--- config.mk ---
export PLATFORM = sky130hd
export DESIGN_NAME = spi_reg_bank_rw_flat
export DESIGN_NICKNAME = d
export VERILOG_FILES = /design/src/rtl/spi_reg_bank_rw_if.sv /design/src/rtl/spi_reg_bank_rw.sv /design/src/flat_wrapper.sv
export SDC_FILE = /design/constraint.sdc
export NUM_CORES = 1
export LEC_CHECK = 0
export ABC_AREA = 1
export CORE_MARGIN = 1.5
export CORE_UTILIZATION = 55
export DETAILED_ROUTE_END_ITERATION = 12
export PLACE_DENSITY = 0.78
export SLEW_MARGIN = 20
export SYNTH_ARGS = -nofsm -noshare
export SYNTH_HDL_FRONTEND = slang
export SYNTH_SLANG_ARGS = --single-unit
--- constraint.sdc ---
create_clock -name clk -period 6.1 [get_ports clk]
set_input_delay 1.83 -clock clk [delete_from_list [all_inputs] [get_ports clk]]
set_output_delay 1.83 -clock clk [all_outputs]
set_load 0.03 [all_outputs]
--- src/rtl/spi_reg_bank_rw_if.sv ---
// SPI pad-side signal bundle for the register bank.
interface spi_reg_bank_rw_if;
  logic sclk_in;
  logic ncs_in;
  logic copi_in;
  logic cipo_out;
  logic cipo_oe;

  modport master (output sclk_in, ncs_in, copi_in, input cipo_out, cipo_oe);
  modport slave  (input sclk_in, ncs_in, copi_in, output cipo_out, cipo_oe);
endinterface

--- src/rtl/spi_reg_bank_rw.sv ---
// SPI-slave register bank: oversampled SPI frames write registers, read back on CIPO,
// and malformed frames are counted.
module spi_reg_bank_rw #(
  parameter int ADDR_W      = 7,
  parameter int DATA_W      = 8,
  parameter int NUM_REGS    = 5,
  parameter int SYNC_STAGES = 2,
  parameter logic [NUM_REGS*DATA_W-1:0] RESET_VALS = '0
) (
  input  logic                       clk,
  input  logic                       rst,
  spi_reg_bank_rw_if.slave           spi,
  output logic [NUM_REGS*DATA_W-1:0] regs_out,
  output logic [NUM_REGS-1:0]        wr_strobe,
  output logic [7:0]                 err_count
);
  localparam int FRAME_LEN = 1 + ADDR_W + DATA_W;
  localparam int CNT_W     = $clog2(FRAME_LEN + 2);
  localparam logic [CNT_W-1:0]  CNT_FRAME  = CNT_W'(FRAME_LEN);
  localparam logic [CNT_W-1:0]  CNT_OVER   = CNT_W'(FRAME_LEN + 1);
  localparam logic [CNT_W-1:0]  CNT_CMD    = CNT_W'(1 + ADDR_W);
  localparam logic [ADDR_W:0]   NUM_REGS_A = (ADDR_W+1)'(NUM_REGS);

  typedef enum logic [1:0] {WAIT_IDLE, IDLE, SHIFT, OVERRUN} state_t;
  state_t state_q, state_d;

  // Chains reset to 0 so a frame already in progress at reset release holds us in WAIT_IDLE.
  logic [SYNC_STAGES-1:0] ncs_sync, copi_sync;
  logic [SYNC_STAGES:0]   sclk_sync;
  logic                   ncs_prev, sclk_prev;

  always_ff @(posedge clk or posedge rst) begin
    if (rst) begin
      ncs_sync  <= '0;
      copi_sync <= '0;
      sclk_sync <= '0;
      ncs_prev  <= 1'b0;
      sclk_prev <= 1'b0;
    end else begin
      ncs_sync  <= {ncs_sync[SYNC_STAGES-2:0], spi.ncs_in};
      copi_sync <= {copi_sync[SYNC_STAGES-2:0], spi.copi_in};
      sclk_sync <= {sclk_sync[SYNC_STAGES-1:0], spi.sclk_in};
      ncs_prev  <= ncs_sync[SYNC_STAGES-1];
      sclk_prev <= sclk_sync[SYNC_STAGES];
    end
  end

  logic ncs_s, copi_s, ncs_fall, ncs_rise, sclk_rise, sclk_fall;
  assign ncs_s     = ncs_sync[SYNC_STAGES-1];
  assign copi_s    = copi_sync[SYNC_STAGES-1];
  assign ncs_fall  = ncs_prev & ~ncs_s;
  assign ncs_rise  = ~ncs_prev & ncs_s;
  assign sclk_rise = ~sclk_prev & sclk_sync[SYNC_STAGES];
  assign sclk_fall = sclk_prev & ~sclk_sync[SYNC_STAGES];

  logic [CNT_W-1:0]     bit_cnt, cnt_inc;
  logic [FRAME_LEN-1:0] rx;
  logic [DATA_W-1:0]    tx;
  assign cnt_inc = bit_cnt + CNT_W'(1);

  // Command word as it stands after the current rising edge is shifted in.
  logic [ADDR_W:0]   cmd;
  logic [ADDR_W-1:0] cmd_addr, f_addr;
  logic              cmd_rw, cmd_addr_ok, f_rw, f_addr_ok;
  logic [DATA_W-1:0] f_data, rd_word;
  assign cmd         = {rx[ADDR_W-1:0], copi_s};
  assign cmd_rw      = cmd[ADDR_W];
  assign cmd_addr    = cmd[ADDR_W-1:0];
  assign cmd_addr_ok = {1'b0, cmd_addr} < NUM_REGS_A;
  assign f_rw        = rx[FRAME_LEN-1];
  assign f_addr      = rx[FRAME_LEN-2 -: ADDR_W];
  assign f_data      = rx[DATA_W-1:0];
  assign f_addr_ok   = {1'b0, f_addr} < NUM_REGS_A;

  always_comb begin
    rd_word = '0;
    for (int unsigned i = 0; i < NUM_REGS; i++)
      if ({1'b0, cmd_addr} == (ADDR_W+1)'(i)) rd_word = regs_out[i*DATA_W +: DATA_W];
  end

  logic shift_en, commit;

  always_comb begin
    state_d  = state_q;
    shift_en = 1'b0;
    commit   = 1'b0;
    unique case (state_q)
      WAIT_IDLE: if (ncs_s) state_d = IDLE;
      IDLE:      if (ncs_fall) state_d = SHIFT;
      SHIFT: begin
        if (ncs_rise) begin
          state_d = IDLE;
          commit  = 1'b1;
        end else if (sclk_rise) begin
          shift_en = 1'b1;
          if (cnt_inc == CNT_OVER) state_d = OVERRUN;
        end
      end
      OVERRUN: begin
        if (ncs_rise) begin
          state_d = IDLE;
          commit  = 1'b1;
        end
      end
      default: state_d = WAIT_IDLE;
    endcase
  end

  logic frame_ok, frame_empty;
  assign frame_ok    = (state_q == SHIFT) && (bit_cnt == CNT_FRAME);
  assign frame_empty = (state_q == SHIFT) && (bit_cnt == '0);

  always_ff @(posedge clk or posedge rst) begin
    if (rst) begin
      state_q   <= WAIT_IDLE;
      bit_cnt   <= '0;
      rx        <= '0;
      tx        <= '0;
      regs_out  <= RESET_VALS;
      wr_strobe <= '0;
      err_count <= '0;
    end else begin
      state_q   <= state_d;
      wr_strobe <= '0;
      if (state_q == IDLE && ncs_fall) begin
        bit_cnt <= '0;
        rx      <= '0;
        tx      <= '0;
      end
      if (shift_en) begin
        rx      <= {rx[FRAME_LEN-2:0], copi_s};
        bit_cnt <= cnt_inc;
        if (cnt_inc == CNT_CMD) tx <= (!cmd_rw && cmd_addr_ok) ? rd_word : '0;
      end else if (state_q == SHIFT && !ncs_rise && sclk_fall && bit_cnt > CNT_CMD) begin
        tx <= {tx[DATA_W-2:0], 1'b0};
      end
      if (commit) begin
        if (frame_ok) begin
          if (f_rw && f_addr_ok) begin
            for (int unsigned i = 0; i < NUM_REGS; i++) begin
              if ({1'b0, f_addr} == (ADDR_W+1)'(i)) begin
                regs_out[i*DATA_W +: DATA_W] <= f_data;
                wr_strobe[i]                 <= 1'b1;
              end
            end
          end
        end else if (!frame_empty && err_count != 8'hFF) begin
          err_count <= err_count + 8'd1;
        end
      end
    end
  end

  assign spi.cipo_out = (state_q == SHIFT) ? tx[DATA_W-1] : 1'b0;
  assign spi.cipo_oe  = (state_q == SHIFT) || (state_q == OVERRUN);
endmodule

--- src/flat_wrapper.sv ---
// flat-port wrapper written by rule: the top's interface ports become plain ports
module spi_reg_bank_rw_flat 
#(
  parameter int ADDR_W      = 7,
  parameter int DATA_W      = 8,
  parameter int NUM_REGS    = 5,
  parameter int SYNC_STAGES = 2,
  parameter logic [NUM_REGS*DATA_W-1:0] RESET_VALS = '0
)
  (clk, rst, regs_out, wr_strobe, err_count, spi_sclk_in, spi_ncs_in, spi_copi_in, spi_cipo_out, spi_cipo_oe);
  spi_reg_bank_rw_if spi_i ();
  input  logic clk;
  input  logic rst;
  output logic [NUM_REGS*DATA_W-1:0] regs_out;
  output logic [NUM_REGS-1:0] wr_strobe;
  output logic [7:0] err_count;
  input wire logic [$bits(spi_i.sclk_in)-1:0] spi_sclk_in;
  input wire logic [$bits(spi_i.ncs_in)-1:0] spi_ncs_in;
  input wire logic [$bits(spi_i.copi_in)-1:0] spi_copi_in;
  output wire logic [$bits(spi_i.cipo_out)-1:0] spi_cipo_out;
  output wire logic [$bits(spi_i.cipo_oe)-1:0] spi_cipo_oe;
  assign spi_i.sclk_in = spi_sclk_in;
  assign spi_i.ncs_in = spi_ncs_in;
  assign spi_i.copi_in = spi_copi_in;
  assign spi_cipo_out = spi_i.cipo_out;
  assign spi_cipo_oe = spi_i.cipo_oe;
  spi_reg_bank_rw #(.ADDR_W(ADDR_W), .DATA_W(DATA_W), .NUM_REGS(NUM_REGS), .SYNC_STAGES(SYNC_STAGES), .RESET_VALS(RESET_VALS)) u_core (.clk(clk), .rst(rst), .spi(spi_i), .regs_out(regs_out), .wr_strobe(wr_strobe), .err_count(err_count));
endmodule
==> metrics.md, run 1 <==
| Metric | Value |
|---|---|
| Outcome | `complete, no violations` |
| Hold Slack | `353.4 ps` |
| Peak supply drop | `0.1160 mV` |
| Commonest non-fill, non-tap cells in the layout | `nand2_1 (146), dfrtp_1 (93), clkdlybuf4s50_1 (59)` |
| Worst-Skew Late Latency | `350 ps` |
| Nature of the critical path endpoint | `output pin` |
| Iter 0 DRT Violations | `217` |
| Final setup viols | `0` |
| I/O pin count | `60` |
| Area growth syn-to-layout | `18.65%` |
| Dpl cells | `674` |
| Resized Gates After CTS | `0` |
| Pins Over Slew Limit | `0` |
| Clock sinks | `93` |
| HP Class | `reg -> reg` |
| Core area | `0.007848 mm^2` |
| Yosys reg bits | `93` |
| Number of buffers created by CTS | `9` |
| Largest net degree at the start of global routing | `61` |
| Fmax achieved | `267.2 MHz` |
| RSZ-0062 raised after global routing | `no` |
| CP Data Arrival Time | `1910 ps` |
| Worst Tran Pin Value | `1014 ps` |
| H-tree levels | `3` |
| Worst Setup Start Kind | `flop` |
| CTS Hold Bufs | `0` |
| Slew margin rel. | `0.3208` |
| WHS Path Cells | `0` |
| Final min period | `3743 ps` |
| Std-Cell Rows | `32` |
| Total Power | `1.301 mW` |
| Clk slew on worst S/H paths | `80 ps` |
| Die Area | `0.008798 mm^2` |
| R2r startpoint | `u_core.state_q[0]` |
| Ys Warns | `0` |
| Vias | `3784` |
| Vias in the first global route | `3626` |
| First-pass GRT wire length | `17510 um` |
| Max-cap viol count | `0` |
| Largest fanout on the critical path | `5` |
| Vias per inst | `5.484` |
| Share of layout cells above drive strength 1 | `0.07993` |
| Drt drc | `0` |
| Commonest non-fill, non-tap cell in the layout | `nand2_1` |
| CTS Root Cell | `clkbuf_8` |
| Beginning of the worst hold path | `u_core.ncs_sync[0]` |
| All-Layer GR Usage | `0.2575` |
| Total grt overflow | `0` |
| Mapped cell area | `0.004534 mm^2` |
| Maximum clock path buffer count | `2` |
| Pwr Density | `241.8 mW/mm^2` |
| Filler cells | `639` |
| Required @ worst endpoint | `4270 ps` |
| DRT Pass-1 Iters | `5` |
| Mapped Avg Cell Area | `8.653 um^2` |
| Final hold viol count | `0` |
| WL final | `10370 um` |
| Leak | `2.560 nW` |
| R2R setup slack | `3060 ps` |
| TNS Setup | `0 ps` |
| PortBufs | `59` |
| Layout Nets | `597` |
| Period utilization | `0.6136` |
| Initial antenna violation count | `0` |
| CP Class | `reg -> out` |
| Syn_nets | `538` |
| Die height | `93.80 um` |
| R2R Path End | `u_core.bit_cnt[2]` |
| DRT antenna net count | `0` |
| WHS Endpoint | `u_core.ncs_sync[1]` |
| Initial Utilization | `0.5778` |
| GP Congestion | `0.8369` |
| Worst r2r path cells | `7` |
| Diode count | `0` |
| Post-CTS Setup Inserts | `0` |
| Hpwl dp | `7340 um` |
| Chip Width | `93.80 um` |
| Non-Filler Instances | `690` |
| Layout Skew | `8.472 ps` |
| DR WL/cell | `15.03 um` |
| Sequential share of the synthesized area | `0.5132` |
| TritonCTS clock tree | `yes` |
| Distinct cells, synth | `31` |
| Mapped Cells | `524` |
==> synth_stat cells, drive strengths merged <==
cell,n,area (um^2)
nand2,148,560.5
nor4,7,58.81
o22ai,16,100.1
nor3,7,46.30
nand3b,1,7.510
ha,9,112.6
o211ai,6,45.04
o21ai,52,309.1
xnor2,2,17.52
xor2,6,52.55
buf,7,66.31
clkinv,3,11.26
nand4,6,37.54
a221oi,1,8.760
a21oi,12,71.32
nor2,53,225.2
inv,44,165.2
clkbuf,5,18.77
nand3,46,292.8
dfrtp,93,2327
==> worst max-delay path, cell delays in order, from the launching register on <==
cell             delay, ps
dfrtp_1                440
inv_1                  110
ha_1                   210
inv_2                   60
nand2_1                 70
clkdlybuf4s50_1        660
==> per-stage QoR <==
stage / area [um^2] / worst slack, ps / util
2_1_floorplan: 4534 / 1850 / -
3_3_place_gp: 5176 / 2661 / 0.6596
3_5_place_dp: 5176 / 2647 / 0.6596
4_1_cts: 5379 / 2332 / 0.6854
5_1_grt: 5380 / 2241 / 0.6856
6_report: 5380 / 2357 / 0.6856
==> state kept, by name, indices dropped and copies added (netlist names) <==
signal	flops
u_core.ncs_prev	1
u_core.copi_sync	2
u_core.sclk_sync	3
u_core.rx	16
u_core.ncs_sync	2
u_core.state_q	2
u_core.err_count	8
u_core.regs_out	40
u_core.tx	8
u_core.sclk_prev	1
u_core.wr_strobe	5
u_core.bit_cnt	5
==> per-layer routing <==
layer	GRT usage	part of all wire	vias to the layer above	wire [um]
li1	-	-	1849	-
met1	0.3603	0.44	1790	4605
met2	0.4028	0.48	124	5017
met3	0.03722	0.047	21	489
met4	0.1070	0.025	0	256
met5	0	0	-	0
==> how the worst max path moves through the flow <==
stage               slack (ps)         startpoint           endpoint
finish                    2360  u_core.state_q[0]        spi_cipo_oe
CTS                       2330  u_core.state_q[0]        spi_cipo_oe
detailed placement        2650                rst      u_core.rx[11]
global route              2240  u_core.state_q[0]       spi_cipo_out
global placement          2660                rst      u_core.rx[11]
floorplan                 1850                rst  u_core.bit_cnt[0]
==> cell type report <==
type,count,area [um^2],share of cell area
clock buffers,13,158.9,0.02953
flip-flops and latches,93,2327,0.4326
repair buffers,60,598.1,0.1112
clock inverters,3,43.79,0.008140
inverters,47,178.9,0.03326
well taps,102,127.6,0.02372
multi-input cells,372,1946,0.3616
==> report_power, final <==
part | internal (mW) | switching, mW | total [mW]
registers | 0.641 | 0.0264 | 0.667
logic | 0.0670 | 0.150 | 0.217
clock network | 0.212 | 0.204 | 0.417
total | 0.920 | 0.380 | 1.30
==> logic make-up after synthesis <==
family	after synthesis	synth area share
xor gates and xnor gates	8	0.01545
DFF	93	0.5132
buffers and inverters	59	0.05767
AOI/OAI and AO/OA	87	0.1178
and+or+nand+nor	268	0.2710
adders and majority gates	9	0.02483
No activity file was read; power rests on OpenSTA's default activity.
==> run 2: changes to the inputs <==
--- a/config.mk
+++ b/config.mk
@@ -7,9 +7,9 @@
 export LEC_CHECK = 0
 export ABC_AREA = 1
 export CORE_MARGIN = 1.5
-export CORE_UTILIZATION = 55
+export CORE_UTILIZATION = 50
 export DETAILED_ROUTE_END_ITERATION = 12
-export PLACE_DENSITY = 0.78
+export PLACE_DENSITY = 0.74
 export SLEW_MARGIN = 20
 export SYNTH_ARGS = -nofsm -noshare
 export SYNTH_HDL_FRONTEND = slang
==> constraint.sdc (replaced) <==
create_clock -name clk -period 3.3 [get_ports clk]
set_input_delay 0.99 -clock clk [delete_from_list [all_inputs] [get_ports clk]]
set_output_delay 0.99 -clock clk [all_outputs]
set_load 0.03 [all_outputs]
==> metrics.md, run 2 (same netlist as run 1, synthesis figures left out) <==
| Metric | Value |
|---|---|
| Outcome | `complete, no violations` |
| DRT antenna net count | `0 (unchanged)` |
| Fmax achieved | `343.6 MHz` |
| Final setup viols | `0 (unchanged)` |
| H-tree levels | `3 (unchanged)` |
| Required @ worst endpoint | `2310 ps (-1960 ps)` |
| PortBufs | `59 (unchanged)` |
| Worst r2r path cells | `8 (+1)` |
| All-Layer GR Usage | `0.2290 (-0.02848)` |
| Pins Over Slew Limit | `0 (unchanged)` |
| Area growth syn-to-layout | `19.04%` |
| Post-place instance area | `0.005214 mm^2 (+0.73%)` |
| DRT Pass-1 Iters | `5 (unchanged)` |
| First-pass GRT wire length | `17660 um (+0.87%)` |
| CP Cell Sequence | `inv_1, ha_1, inv_2, nand2_1, clkdlybuf4s50_1` |
| Max FFs per register | `40 (unchanged)` |
| CTS Root Cell | `clkbuf_8` |
| Layout Skew | `13.08 ps (+4.604 ps)` |
| Period utilization | `0.8820` |
| Seq pwr share | `0.521 (+0.008)` |
| Resized Gates After CTS | `0 (unchanged)` |
| Internal | `1.615 mW (+76%)` |
| Final min period | `2911 ps` |
| Vias in the first global route | `3571 (-1.5%)` |
| Leak | `2.556 nW (-0.17%)` |
| Sw Share | `0.3178 (+0.02539)` |
| Peak supply drop | `0.2524 mV (+120%)` |
| CTS Hold Bufs | `0 (unchanged)` |
| Pwr Density | `438.7 mW/mm^2 (+81%)` |
| Area of the multi-input gates | `0.001946 mm^2 (unchanged)` |
| Chip Width | `98.23 um (+4.7%)` |
| Crit path from | `u_core.state_q[0]` |
| Design area | `0.005398 mm^2 (+0.33%)` |
| Number of buffers created by CTS | `9 (unchanged)` |
| Biggest register | `u_core.regs_out` |
| Vias per inst | `5.434 (-0.91%)` |
| Max-cap viol count | `0 (unchanged)` |
| HP Class | `reg -> reg` |
| Largest net degree at the start of global routing | `94 (+54%)` |
| Worst-Skew Late Latency | `370 ps (+20 ps)` |
| Clock sinks | `93 (unchanged)` |
| Std-Cell Rows | `34 (+6.3%)` |
| CP Class | `reg -> out` |
| R2R setup slack | `860 ps (-2200 ps)` |
| Clk slew on worst S/H paths | `90 ps (about the same)` |
| RSZ-0062 raised after global routing | `no` |
| Storage cell area | `0.002327 mm^2 (unchanged)` |
| Clock network power share | `0.304 (-0.016)` |
| Largest fanout on the critical path | `5 (unchanged)` |
| WHS Path Cells | `0 (unchanged)` |
| Largest registers | `u_core.regs_out x40, u_core.rx x16` |
| Vias | `3793 (+0.24%)` |
| Initial antenna violation count | `0 (unchanged)` |
| CP Capture Point | `spi_cipo_oe` |
| Worst Setup Start Kind | `flop` |
| Nature of the critical path endpoint | `output pin` |
| Diode count | `0 (unchanged)` |
| I/O pin count | `60 (unchanged)` |
| Core area | `0.008763 mm^2 (+12%)` |
| Share of layout cells above drive strength 1 | `0.08644 (+0.006509)` |
| Worst Tran Pin Value | `1035 ps (+20.10 ps)` |
| GP Congestion | `0.8668 (+3.6%)` |
| Critical path's slowest cell | `clkdlybuf4s50_1` |
| Final hold viol count | `0 (unchanged)` |
| Die Area | `0.009649 mm^2 (+9.7%)` |
| Iter 0 DRT Violations | `242 (+12%)` |
| Commonest non-fill, non-tap cells in the layout | `nand2_1 (146), dfrtp_1 (93), clkdlybuf4s50_1 (59)` |
| TNS Setup | `0 ps (unchanged)` |
| Post-CTS Setup Inserts | `0 (unchanged)` |
| WL final | `10730 um (+3.5%)` |
| R2R Path End | `u_core.bit_cnt[2]` |
| Psw | `752.4 uW (+98%)` |
| Largest stage delay on the critical path | `670 ps (about the same)` |
| Layout Nets | `599 (+0.34%)` |
| Comb power frac | `0.175 (+0.008)` |
| Filler cells | `775 (+21%)` |
| CP Data Arrival Time | `1920 ps (about the same)` |
| R2r startpoint | `u_core.state_q[0]` |
| Total grt overflow | `0 (unchanged)` |
| Hpwl dp | `7372 um (+0.45%)` |
| Crit path setup slack, layout | `389.3 ps (-1968 ps)` |
| Commonest non-fill, non-tap cell in the layout | `nand2_1` |
| Maximum clock path buffer count | `2 (unchanged)` |
| Drt drc | `0 (unchanged)` |
| Slew margin rel. | `0.3073 (-0.01346)` |
| Final design utilization | `0.6159 (-0.06965)` |
| Initial Utilization | `0.5174 (-0.06039)` |
| Place WS | `775.0 ps (-1872 ps)` |
| DR WL/cell | `15.37 um (+2.3%)` |
| Die height | `98.23 um (+4.7%)` |
| TritonCTS clock tree | `yes` |
==> run 2: worst min-delay path by stage <==
| stage | from | endpoint |
|---|---|---|
| final | u_core.sclk_sync[0] | u_core.sclk_sync[1] |
| after global routing | u_core.ncs_sync[0] | u_core.ncs_sync[1] |
| after CTS | u_core.copi_sync[0] | u_core.copi_sync[1] |
| after detailed placement | u_core.copi_sync[0] | u_core.copi_sync[1] |
| after global placement | u_core.sclk_sync[0] | u_core.sclk_sync[1] |
| after floorplan | u_core.copi_sync[0] | u_core.copi_sync[1] |
==> run 2: cell type report <==
type / count / area share
Sequential cell: 93 / 0.4312
Multi-Input combinational cell: 372 / 0.3605
Timing Repair Buffer: 62 / 0.1159
Inverter: 47 / 0.03338
Clock buffer: 10 / 0.02550
Tap cell: 108 / 0.02503
Clock inverter: 6 / 0.008577
==> run 2: power groups by stage <==
| stage | combinational (mW) | sequential, mW | clock (mW) |
|---|---|---|---|
| 5_1_grt | 0.464 | 1.24 | 0.777 |
| 3_3_place_gp | 0.399 | 1.25 | 0 |
| 2_1_floorplan | 0.251 | 1.28 | 0 |
| 4_1_cts | 0.412 | 1.23 | 0.733 |
| 6_report | 0.414 | 1.23 | 0.721 |
| 3_5_place_dp | 0.409 | 1.26 | 0 |
==> run 2: routing by layer <==
metal,track usage,vias up,part of all wire
met1,0.3213,1818,0.46
li1,-,1856,-
met4,0.04225,0,0.0098
met3,0.04796,10,0.047
met5,0,-,0
met2,0.3740,109,0.49
==> run 2: metrics by stage <==
stage	total power [mW]	cells	hold WS, ps
floorplan	1.530	524	331.2
global placement	1.652	682	333.6
detailed placement	1.665	682	334.7
CTS	2.379	698	356.3
global route	2.483	698	363.2
finish	2.368	698	351.9
==> run 2: critical path, delay by kind of cell (launching register included) <==
| family | cells | cell delay [ps] |
|---|---|---|
| fa+ha+maj | 1 | 210 |
| buf+inv | 3 | 840 |
| flops | 1 | 430 |
| simple gates | 1 | 80 |
==> run 3: changes to the inputs <==
--- a/config.mk
+++ b/config.mk
@@ -5,11 +5,10 @@
 export SDC_FILE = /design/constraint.sdc
 export NUM_CORES = 1
 export LEC_CHECK = 0
-export ABC_AREA = 1
 export CORE_MARGIN = 1.5
 export CORE_UTILIZATION = 50
 export DETAILED_ROUTE_END_ITERATION = 12
-export PLACE_DENSITY = 0.74
+export PLACE_DENSITY = 0.75
 export SLEW_MARGIN = 20
 export SYNTH_ARGS = -nofsm -noshare
 export SYNTH_HDL_FRONTEND = slang
==> metrics.md, run 3 <==
| Metric | Value |
|---|---|
| Outcome | `complete, no violations` |
| Post-place instance area | `0.005080 mm^2 (-2.6%)` |
| TNS Setup | `0 ps (unchanged)` |
| Post-CTS Setup Inserts | `0 (unchanged)` |
| Chip Width | `97.52 um (-0.73%)` |
| Mapped cell area | `0.004467 mm^2 (-1.5%)` |
| Crit path setup slack, layout | `183.0 ps (-206.3 ps)` |
| DRT antenna net count | `0 (unchanged)` |
| Total Power | `2.494 mW (+5.3%)` |
| Die Area | `0.009509 mm^2 (-1.5%)` |
| Required @ worst endpoint | `2310 ps (about the same)` |
| Max FFs per register | `40 (unchanged)` |
| Total grt overflow | `0 (unchanged)` |
| Leak | `2.488 nW (-2.7%)` |
| Yosys top cell area share | `0.5210 (+0.007763)` |
| Die height | `97.52 um (-0.73%)` |
| Hold Slack | `354.8 ps (+2.893 ps)` |
| Resized Gates After CTS | `0 (unchanged)` |
| Dpl cells | `543 (-20%)` |
| Peak supply drop | `0.2770 mV (+9.7%)` |
| Worst-Skew Late Latency | `370 ps (about the same)` |
| Yosys top cell by area | `dfrtp_1` |
| GP Congestion | `0.8130 (-6.2%)` |
| CP Data Arrival Time | `2130 ps (+210 ps)` |
| Clk slew on worst S/H paths | `80 ps (about the same)` |
| Period utilization | `0.9446 (+0.06252)` |
| Pins Over Slew Limit | `0 (unchanged)` |
| RSZ-0062 raised after global routing | `no` |
| Commonest cells post-synth | `dfrtp_1 (93), nand2_1 (48), mux2_2 (41), nand3_1 (29), a21oi_1 (17)` |
| Final min period | `3117 ps (+206.3 ps)` |
| Final design utilization | `0.6099 (-0.006072)` |
| Maximum clock path buffer count | `2 (unchanged)` |
| Largest fanout on the critical path | `10 (+5)` |
| Vias per inst | `5.860 (+7.8%)` |
| DR WL/cell | `16.73 um (+8.9%)` |
| Top post-synthesis cells by area | `dfrtp_1 (52%), mux2_2 (10%), nand2_1 (4.0%), mux2i_1 (3.6%), nand3_1 (3.2%)` |
| WL final | `9354 um (-13%)` |
| Mapped Avg Cell Area | `11.37 um^2 (+31%)` |
| WHS Endpoint | `u_core.ncs_sync[1]` |
| Core area | `0.008678 mm^2 (-0.97%)` |
| Crit path from | `u_core.state_q[0]` |
| Final hold viol count | `0 (unchanged)` |
| Initial antenna violation count | `0 (unchanged)` |
| Ys Warns | `0 (unchanged)` |
| HP Class | `reg -> reg` |
| Biggest register | `u_core.regs_out` |
| CTS Hold Bufs | `0 (unchanged)` |
| Sequential share of the synthesized area | `0.5210 (+0.007763)` |
| Number of buffers created by CTS | `9 (unchanged)` |
| Drt drc | `0 (unchanged)` |
| Nature of the critical path endpoint | `output pin` |
| Clock sinks | `93 (unchanged)` |
| Layout Skew | `16.73 ps (+3.656 ps)` |
| Slew margin rel. | `0.3507 (+0.04336)` |
| Iter 0 DRT Violations | `305 (+26%)` |
| Commonest non-fill, non-tap cell in the layout | `dfrtp_1` |
| Largest net degree at the start of global routing | `42 (-55%)` |
| Worst Setup Start Kind | `flop` |
| R2r startpoint | `u_core.state_q[0]` |
| Diode count | `0 (unchanged)` |
| All-Layer GR Usage | `0.2020 (-0.02704)` |
| Design area | `0.005293 mm^2 (-1.9%)` |
| Yosys reg bits | `93 (unchanged)` |
| TritonCTS clock tree | `yes` |
| Worst r2r path cells | `6 (-2)` |
| Top-count cell post-synth | `dfrtp_1` |
| I/O pin count | `60 (unchanged)` |
| Distinct cells, synth | `51 (+65%)` |
| CP Class | `reg -> out` |
| Syn_nets | `407 (-24%)` |
| Area growth syn-to-layout | `18.49%` |
| Max-cap viol count | `0 (unchanged)` |
| R2R Path End | `u_core.regs_out[19]` |
| DRT Pass-1 Iters | `4 (-1)` |
| Worst Tran Pin Value | `974.0 ps (-60.49 ps)` |
| First-pass GRT wire length | `15340 um (-13%)` |
| Std-Cell Rows | `34 (unchanged)` |
| Fraction of registers with async set or reset after synthesis | `1.000 (unchanged)` |
| Layout Nets | `460 (-23%)` |
| Beginning of the worst hold path | `u_core.ncs_sync[0]` |
| Number of flops mapped to enable cells by yosys | `0 (unchanged)` |
| Place WS | `583.9 ps (-191.1 ps)` |
| R2R setup slack | `860 ps (about the same)` |
| Most used DFF post-synth | `dfrtp_1` |
| Vias in the first global route | `3084 (-14%)` |
| Final setup viols | `0 (unchanged)` |
| H-tree levels | `3 (unchanged)` |
| Share of layout cells above drive strength 1 | `0.1574 (+0.07099)` |
| Largest registers | `u_core.regs_out x40, u_core.rx x16` |
| WHS Path Cells | `0 (unchanged)` |
| PortBufs | `59 (unchanged)` |
| Commonest non-fill, non-tap cells in the layout | `dfrtp_1 (93), clkdlybuf4s50_1 (59), nand2_1 (48)` |
| Initial Utilization | `0.5147 (-0.002713)` |
| Fmax achieved | `320.8 MHz (-6.6%)` |
| Pwr Density | `471.2 mW/mm^2 (+7.4%)` |
| Non-Filler Instances | `559 (-20%)` |
| Vias | `3276 (-14%)` |
| Mapped Cells | `393 (-25%)` |
| Hpwl dp | `6372 um (-14%)` |
| CTS Root Cell | `clkbuf_8` |
-- run 3: report_power, final --
group | leakage [nW] | total, mW | switching (mW) | internal [mW]
Sequential | 1.27 | 1.27 | 0.0781 | 1.19
Clock | 0.106 | 0.812 | 0.428 | 0.384
Combinational | 1.11 | 0.416 | 0.247 | 0.169
-- run 3: cell families after synthesis --
| family | share of synthesized area |
|---|---|
| XOR/XNOR | 0.01765 |
| AND/OR/NAND/NOR | 0.1499 |
| flip-flops | 0.5210 |
| adder cells (fa/ha/maj) | 0.02521 |
| buffers and inverters | 0.04678 |
| multiplexers | 0.1443 |
| AO/OA/AOI/OAI | 0.09524 |
-- run 3: routing by layer --
layer | vias to the layer above | global-route usage | routed length, um
li1 | 1512 | - | -
met1 | 1648 | 0.2835 | 4193
met2 | 100 | 0.3152 | 4509
met3 | 16 | 0.02878 | 480
met4 | 0 | 0.08681 | 172
met5 | - | 0 | 0
-- run 3: worst max path at each step --
stage	end	slack [ps]	cells past startpoint
after global placement	spi_cipo_oe	620	4
after CTS	spi_cipo_oe	190	4
after detailed placement	spi_cipo_oe	580	4
after global routing	spi_cipo_oe	100	4
after floorplan	spi_cipo_oe	1150	4
final	spi_cipo_oe	180	4
-- run 3: cell type report --
class / count / area (um^2)
timing repair buffer: 64 / 653.1
clock inverter: 6 / 75.07
multi-input combinational: 270 / 1931
sequential: 93 / 2327
inverter: 8 / 33.78
fill: 723 / 3386
clock buffer: 10 / 137.6
tap: 108 / 135.1
-- run 3: critical path: stages, from the launching register on --
cell             delay, ps
dfrtp_1                410
inv_1                  100
ha_1                   320
or2_2                  340
clkdlybuf4s50_1        600
